**config.mk**
```make
export PLATFORM = sky130hd
export DESIGN_NAME = secuenciador_obstaculos
export DESIGN_NICKNAME = d
export VERILOG_FILES = /design/src/rtl/juego_pkg.sv /design/src/rtl/lfsr8.sv /design/src/rtl/secuenciador_obstaculos.sv
export SDC_FILE = /design/constraint.sdc
export NUM_CORES = 1
export LEC_CHECK = 0
export ABC_AREA = 1
export BUFFER_PORTS_ARGS = -buffer_cell sky130_fd_sc_hd__buf_2
export CORE_UTILIZATION = 59
export DETAILED_ROUTE_END_ITERATION = 7
export GPL_ROUTABILITY_DRIVEN = 0
export GPL_TIMING_DRIVEN = 0
export PLACE_DENSITY = 0.81
export SETUP_SLACK_MARGIN = 0.3
export SYNTH_ARGS = -nofsm -noshare
export SYNTH_HDL_FRONTEND = slang
export SYNTH_SLANG_ARGS = --single-unit
```
**constraint.sdc**
```tcl
create_clock -name clk -period 2.6 [get_ports clk]
set_input_delay 0.78 -clock clk [delete_from_list [all_inputs] [get_ports clk]]
set_output_delay 0.78 -clock clk [all_outputs]
set_load 0.03 [all_outputs]
```
**src/rtl/juego_pkg.sv**
```systemverilog
// Shared types and display constants for the hero game's obstacle path.
package juego_pkg;

  typedef enum logic [1:0] {
    IDLE = 2'd0,
    RUN  = 2'd1,
    HIT  = 2'd2
  } estado_t;

  // Segment bit index within one 7-segment digit {g,f,e,d,c,b,a}
  localparam int unsigned SEG_A   = 0;
  localparam int unsigned SEG_G   = 6;
  localparam int unsigned SEG_D   = 3;
  localparam int unsigned DIGIT_W = 7;

  // One-hot lane for a new obstacle; code 2'b11 spawns nothing
  function automatic logic [2:0] spawn_col(input logic [7:0] lfsr_state);
    logic [2:0] col;
    col = '0;
    if (lfsr_state[1:0] != 2'b11) col[lfsr_state[1:0]] = 1'b1;
    return col;
  endfunction

  // Lane 0 lights seg a, lane 1 seg g, lane 2 seg d
  function automatic logic [DIGIT_W-1:0] lane_to_seg(input logic [2:0] col);
    logic [DIGIT_W-1:0] seg;
    seg        = '0;
    seg[SEG_A] = col[0];
    seg[SEG_G] = col[1];
    seg[SEG_D] = col[2];
    return seg;
  endfunction

endpackage

```
**src/rtl/lfsr8.sv**
```systemverilog
// 8-bit Fibonacci LFSR, x^8+x^6+x^5+x^4+1, shifting left with feedback into b0.
module lfsr8 #(
  parameter logic [7:0] SEED = 8'hA5
) (
  input  logic       clk_i,
  input  logic       rst_i,
  input  logic       load_i,
  input  logic       adv_i,
  output logic [7:0] state_o
);

  logic [7:0] state_q;
  logic       fb;

  assign fb      = state_q[7] ^ state_q[5] ^ state_q[4] ^ state_q[3];
  assign state_o = state_q;

  // Load has priority over advance so a restart always begins from SEED
  always_ff @(posedge clk_i or posedge rst_i) begin
    if (rst_i) begin
      state_q <= SEED;
    end else if (load_i) begin
      state_q <= SEED;
    end else if (adv_i) begin
      state_q <= {state_q[6:0], fb};
    end
  end

endmodule

```
**src/rtl/secuenciador_obstaculos.sv**
```systemverilog
// Obstacle field sequencer: prescaled scroll, LFSR spawning, collision and score.
module secuenciador_obstaculos
  import juego_pkg::*;
#(
  parameter int unsigned CLK_DIV   = 27_000_000,
  parameter logic [7:0]  LFSR_SEED = 8'hA5
) (
  input  logic        clk,
  input  logic        rst,
  input  logic        start,
  input  logic [2:0]  heroe,
  output logic [20:0] disp_obs,
  output logic        step,
  output logic        hit,
  output logic [7:0]  score,
  output logic [1:0]  estado
);

  localparam int unsigned PW = (CLK_DIV > 2) ? $clog2(CLK_DIV) : 1;
  localparam logic [PW-1:0] PRESC_MAX = PW'(CLK_DIV - 1);

  estado_t          estado_q, estado_d;
  logic [PW-1:0]    presc_q, presc_d;
  logic [2:0][2:0]  obs_q, obs_d;      // [position][lane], position 0 nearest the hero
  logic [7:0]       score_q, score_d;
  logic             step_q, step_d;
  logic             hit_q, hit_d;
  logic [7:0]       lfsr_state;

  logic step_cycle;
  logic collide;
  logic advance;

  assign step_cycle = (estado_q == RUN) && (presc_q == PRESC_MAX);
  assign collide    = |(obs_q[0] & heroe);
  // start wins over a coinciding step, so neither shift nor collision happens then
  assign advance    = step_cycle && !start && !collide;

  lfsr8 #(
    .SEED(LFSR_SEED)
  ) u_lfsr (
    .clk_i  (clk),
    .rst_i  (rst),
    .load_i (start),
    .adv_i  (advance),
    .state_o(lfsr_state)
  );

  // Next-state logic for FSM, prescaler, grid and score
  always_comb begin
    estado_d = estado_q;
    presc_d  = presc_q;
    obs_d    = obs_q;
    score_d  = score_q;
    step_d   = 1'b0;
    unique case (estado_q)
      IDLE: begin
        presc_d = '0;
        obs_d   = '0;
        score_d = '0;
        if (start) estado_d = RUN;
      end
      RUN: begin
        if (start) begin
          presc_d = '0;
          obs_d   = '0;
          score_d = '0;
        end else if (step_cycle) begin
          step_d  = 1'b1;
          presc_d = '0;
          if (collide) begin
            estado_d = HIT;
          end else begin
            if ((obs_q[0] != 3'b000) && (score_q != 8'hFF)) score_d = score_q + 8'd1;
            obs_d[0] = obs_q[1];
            obs_d[1] = obs_q[2];
            obs_d[2] = spawn_col(lfsr_state);
          end
        end else begin
          presc_d = presc_q + PW'(1);
        end
      end
      HIT: begin
        if (start) begin
          presc_d  = '0;
          obs_d    = '0;
          score_d  = '0;
          estado_d = RUN;
        end
      end
      default: begin
        estado_d = IDLE;
        presc_d  = '0;
        obs_d    = '0;
        score_d  = '0;
      end
    endcase
    hit_d = (estado_d == HIT);
  end

  // State registers with asynchronous reset
  always_ff @(posedge clk or posedge rst) begin
    if (rst) begin
      estado_q <= IDLE;
      presc_q  <= '0;
      obs_q    <= '0;
      score_q  <= '0;
      step_q   <= 1'b0;
      hit_q    <= 1'b0;
    end else begin
      estado_q <= estado_d;
      presc_q  <= presc_d;
      obs_q    <= obs_d;
      score_q  <= score_d;
      step_q   <= step_d;
      hit_q    <= hit_d;
    end
  end

  assign disp_obs = {lane_to_seg(obs_q[2]), lane_to_seg(obs_q[1]), lane_to_seg(obs_q[0])};
  assign step     = step_q;
  assign hit      = hit_q;
  assign score    = score_q;
  assign estado   = estado_q;

endmodule

```
After elaboration in Yosys (flattened, before gate mapping)
Index checks and enable logic that the tools add are counted.
- bits in registers: 54
- input port bits: 6
- output and inout bits: 33
- logic and storage cells: 69
- add/sub/neg operators: 2
- $lt $le $gt $ge: 2
- eq/ne operators: 10
- muxes and demuxes: 28
- bitwise gates (word level): 4
- reductions and logical operators: 14
- operator list (kind ; number):
    25-bit two-way mux ; 3
    8-bit two-way mux ; 7
    25-bit case mux with 2 select lines ; 1
    9-bit two-way mux ; 4
    25-bit by 1-bit adder with 25-bit output, second input constant ; 1
    25-bit == test, second input constant ; 1
    9-bit case mux with 2 select lines ; 1
    8-bit case mux with 2 select lines ; 1
    8-bit by 1-bit adder with 8-bit output, second input constant ; 1
    2-bit two-way mux ; 4
    8-bit inequality test, second input constant ; 1
    3-bit inequality test, second input constant ; 2
    1-bit logical AND ; 5
    2-bit == test, second input constant ; 2
    1-bit two-way mux ; 4
    2-bit inequality test, second input constant ; 2
    2-bit case mux with 2 select lines ; 1
    4-bit AND reduction ; 1
    3-bit AND ; 1
    2-bit by 3-bit < comparator with 1-bit output, second input constant ; 1
    3-bit two-way mux ; 1
    3-bit by 2-bit inequality test with 1-bit output, second input constant ; 1
    3-bit AND reduction ; 1
    3-bit nonzero test ; 1
    9 further kinds ; 12

Longest topological paths before layout
- depth in word-level cells: 9
- gate-level depth with buffers: 11

By module
From an unflattened synthesis, not the netlist that was laid out.
- cell total of the unflattened synthesis: 434
- area total of the unflattened synthesis: 3183.1 µm²
- modules (own cells, without submodules) (module ; times used ; cells an instance ; area each (µm²) ; seq. area each (µm²)):
    secuenciador_obstaculos ; 1 ; 390 ; 2810.2 ; 1151.1
    lfsr8 ; 1 ; 44 ; 372.9 ; 205.2

Worst setup path before layout
Ideal clock, no wire load.
- path type: in2reg
- start: input start
- end: register presc_q[15]
- library setup time: 118 ps
- arrival: 1594 ps
- data required time: 2482 ps
- path slack: 888 ps
- stages on the path: 7
- buffers on the path: 2
- cells stage by stage: inv_2 nand3_1 buf_4 buf_4 nand2_1 xor2_1 nor2_1
- cells in the longest elaborated chain, start to end: 2
- elaborated cells on any way between the ends: 3
- ends and longest elaborated chain (element ; RTL line ; source):
    start: declaration ; secuenciador_obstaculos.sv:10 ; input logic start,
    25-bit two-way mux ; secuenciador_obstaculos.sv:64 ; if (start) begin
    25-bit case mux with 2 select lines ; secuenciador_obstaculos.sv:56 ; unique case (estado_q)
    end signal: assignment ; secuenciador_obstaculos.sv:112 ; presc_q <= presc_d;
    end: declaration ; secuenciador_obstaculos.sv:23 ; logic [PW-1:0] presc_q, presc_d;
Several ways; a longest one is shown, not always the timed one.
A chain may end at the register's enable or synchronous reset.

Worst setup path after layout
- start: register presc_q[0]
- end: register presc_q[4]
- cells in the longest elaborated chain, start to end: 5
- elaborated cells on any way between the ends: 6
- ends and longest elaborated chain (element ; RTL line ; source):
    branches (longest 2 deep; another with 25-bit by 1-bit adder with 25-bit output) ; -- ;
    25-bit two-way mux (*) ; secuenciador_obstaculos.sv:68 ; end else if (step_cycle) begin
    25-bit two-way mux (*) ; secuenciador_obstaculos.sv:64 ;
    25-bit case mux with 2 select lines (*) ; secuenciador_obstaculos.sv:56 ;
Mark *: on every way between the ends.

==> results.cfg <==
[yosys]
syn_area_um2 = 3310
synthSimpleGateAreaFrac_pct = 41.8
muxShareOfSynthArea_pct = 0
avgSynthCellArea_um2 = 7.32
synth_compound_area_share_pct = 2.46
yosys_warnings = 0
syn-instance-count = 452
ys_seq_area_share_pct = 41.0
synth_fa_ha_area_share_pct = 0.756
synth-seq-cells = 54
synthDistinctLibCells = 35
synth_top_family_by_area = simple AND/OR/NAND/NOR gates
synth_xor_area_share_pct = 3.71

[clocking]
numCtsBuffers = 5
cts.clk_slew.worst_paths_ps = 100
root_buffer = clkbuf_8
cts_tree = built
ctsHoldBuffers = 0
insertion_delay_ps = 310
h-tree-depth = 2
clk_path_buf_depth = 2
cts_setup_buffers = 0
cts_sinks = 54
post_cts_resized = 0

[worst_setup_path]
critPathMaxFanout = 10
path_class = flop to flop
end_kind = flop
arrival_ps = 2070
startpoint_type = flop
required_ps = 2790

[grt]
grt_max_degree = 40
overflow = 0
grt_first_pass_wirelength_um = 12500
grt_pass1_vias = 2757
grt_use_total_pct = 26.7
antenna_found_initial = 0

[floorplan]
die_w_um = 76.9
initial_core_util_pct = 63.2
io_pins = 39
fp-row-count = 26
core_area_um2 = 5240
die_h_um = 76.9
dieArea_um2 = 5910

[routing]
drt_iter0_drc = 204
postRouteAntennaNets = 0
viasPerCell = 5.32
routedWlPerCell_um = 12.5
dr_total_vias = 3020
drtPass1Iterations = 5
wl_um = 7090
drc = 0

[power_and_ir_drop]
p_leak_nw = 1.93
power_density_nw_per_um2 = 503
power_mw = 1.86
vdd_drop_max_mv = 0.426

[timing]
slew_viol_final = 0
period_share_pct = 72.2
fin_tns_setup_ps = 0
finalHoldWorstSlack_ps = 421
fmax_mhz = 533
fin_skew_ps = 10.3
fin_ws_ps = 723
setup_viol = 0
rsz0062_at_grt = no
min_period_ps = 1880
final_hold_viol_count = 0

[flow_run]
maxCapViolCount = 0

[place]
dp_slack_ps = 557
numPortBuffers = 26
dpl.hpwl_um = 5130
placed_cells = 560

[hold_path]
hold_class = input port to asynchronous set/reset pin

[finish]
final_cells = 568
final_common_cell = nand2_1
antennaDiodeCount = 0
drive_gt1_share_pct = 16.9
final_nets = 505
layout_common_cells = nand2_1 (125), nor2_1 (68), dfrtp_1 (50)
syn2layout_area_growth_pct = 11.8

[run_status]
status = finished, final reports clean
-- metal layers --
layer / track usage (%) / part of all wire [%] / routed length [µm]
met1: 37.5 / 48 / 3380
met2: 41.4 / 46 / 3240
met3: 6.31 / 5.7 / 407
met4: 7.12 / 0.89 / 63
met5: 0 / 0 / 0
-- final timing paths --
path	start	cells after the start	slack (ps)	endpoint
min in group clk	u_lfsr.state_o[7]$_DFFE_PP1P_	2	500	u_lfsr.state_o[7]$_DFFE_PP1P_
hold reg to reg	u_lfsr.state_o[7]$_DFFE_PP1P_	2	500	u_lfsr.state_o[7]$_DFFE_PP1P_
hold / removal	rst	2	420	presc_q[16]$_DFFE_PP0P_
setup / recovery	presc_q[0]$_DFFE_PP0P_	11	720	presc_q[4]$_DFFE_PP0P_
setup reg to reg	presc_q[0]$_DFFE_PP0P_	11	720	presc_q[4]$_DFFE_PP0P_
max in group asynchronous	rst	3	1590	u_lfsr.state_o[2]$_DFFE_PP1P_
-- cells in the mapped netlist (all sizes together) --
| cell type | n | area [µm²] |
|---|---|---|
| a21oi | 7 | 35.0 |
| a31oi | 1 | 6.26 |
| buf | 21 | 165 |
| clkbuf | 1 | 3.75 |
| clkinv | 1 | 3.75 |
| conb | 1 | 3.75 |
| dfrtp | 50 | 1250 |
| dfstp | 4 | 105 |
| ha | 2 | 25.0 |
| inv | 44 | 165 |
| nand2 | 131 | 517 |
| nand3 | 51 | 273 |
| nand3b | 3 | 22.5 |
| nand4 | 26 | 163 |
| nor2 | 74 | 317 |
| nor3 | 8 | 50.1 |
| nor3b | 2 | 15.0 |
| o21ai | 5 | 25.0 |
| o21bai | 2 | 15.0 |
| or2 | 4 | 25.0 |
| xnor2 | 5 | 43.8 |
| xor2 | 9 | 78.8 |
-- metrics by stage --
| stage | cell area (µm²) | util, % |
|---|---|---|
| floorplan | 3350 | - |
| global placement | 3570 | 68.1 |
| detailed placement | 3590 | 68.5 |
| CTS | 3700 | 70.6 |
| global route | 3700 | 70.6 |
| finish | 3700 | 70.6 |
-- area by class of cell --
type | instances | area, µm²
Buffer | 22 | 169
Clock buffer | 6 | 72.6
Clock inverter | 2 | 37.5
Fill cell | 453 | 1540
Inverter | 45 | 169
Multi-Input combinational cell | 342 | 1660
Sequential cell | 54 | 1360
Tap cell | 70 | 87.6
Timing Repair Buffer | 27 | 150
-- state kept, by name, summed over array words and instances (netlist names) --
name            count
presc_q            25
disp_obs            9
score               8
u_lfsr.state_o      8
estado              2
hit                 1
step                1
-- kinds of logic (layout without fill, tap and decap cells) --
kind of cell / Yosys count / count (layout)
compound gates: 15 / 15
xor+xnor: 14 / 14
fa+ha+maj: 2 / 2
buf+inv: 67 / 102
flops: 54 / 54
other cells: 1 / 12
simple gates: 299 / 299
-- critical path, cell delays in order (launching register included) --
cell and delay, ps:
dfrtp_1 410, ha_1 200, nand2_2 110, nor2_8 170, nand2_4 70, nor2_4 130
nand2_2 70, nand2_4 90, nand2_2 150, inv_2 160, buf_6 160, nor2_1 50
-- where the power goes --
group	internal, mW	total [mW]	switching [mW]
Clock	0.288	0.560	0.272
Combinational	0.118	0.353	0.235
Sequential	0.894	0.947	0.0524
Total	1.30	1.86	0.559
No activity file was read; power rests on OpenSTA's default activity.
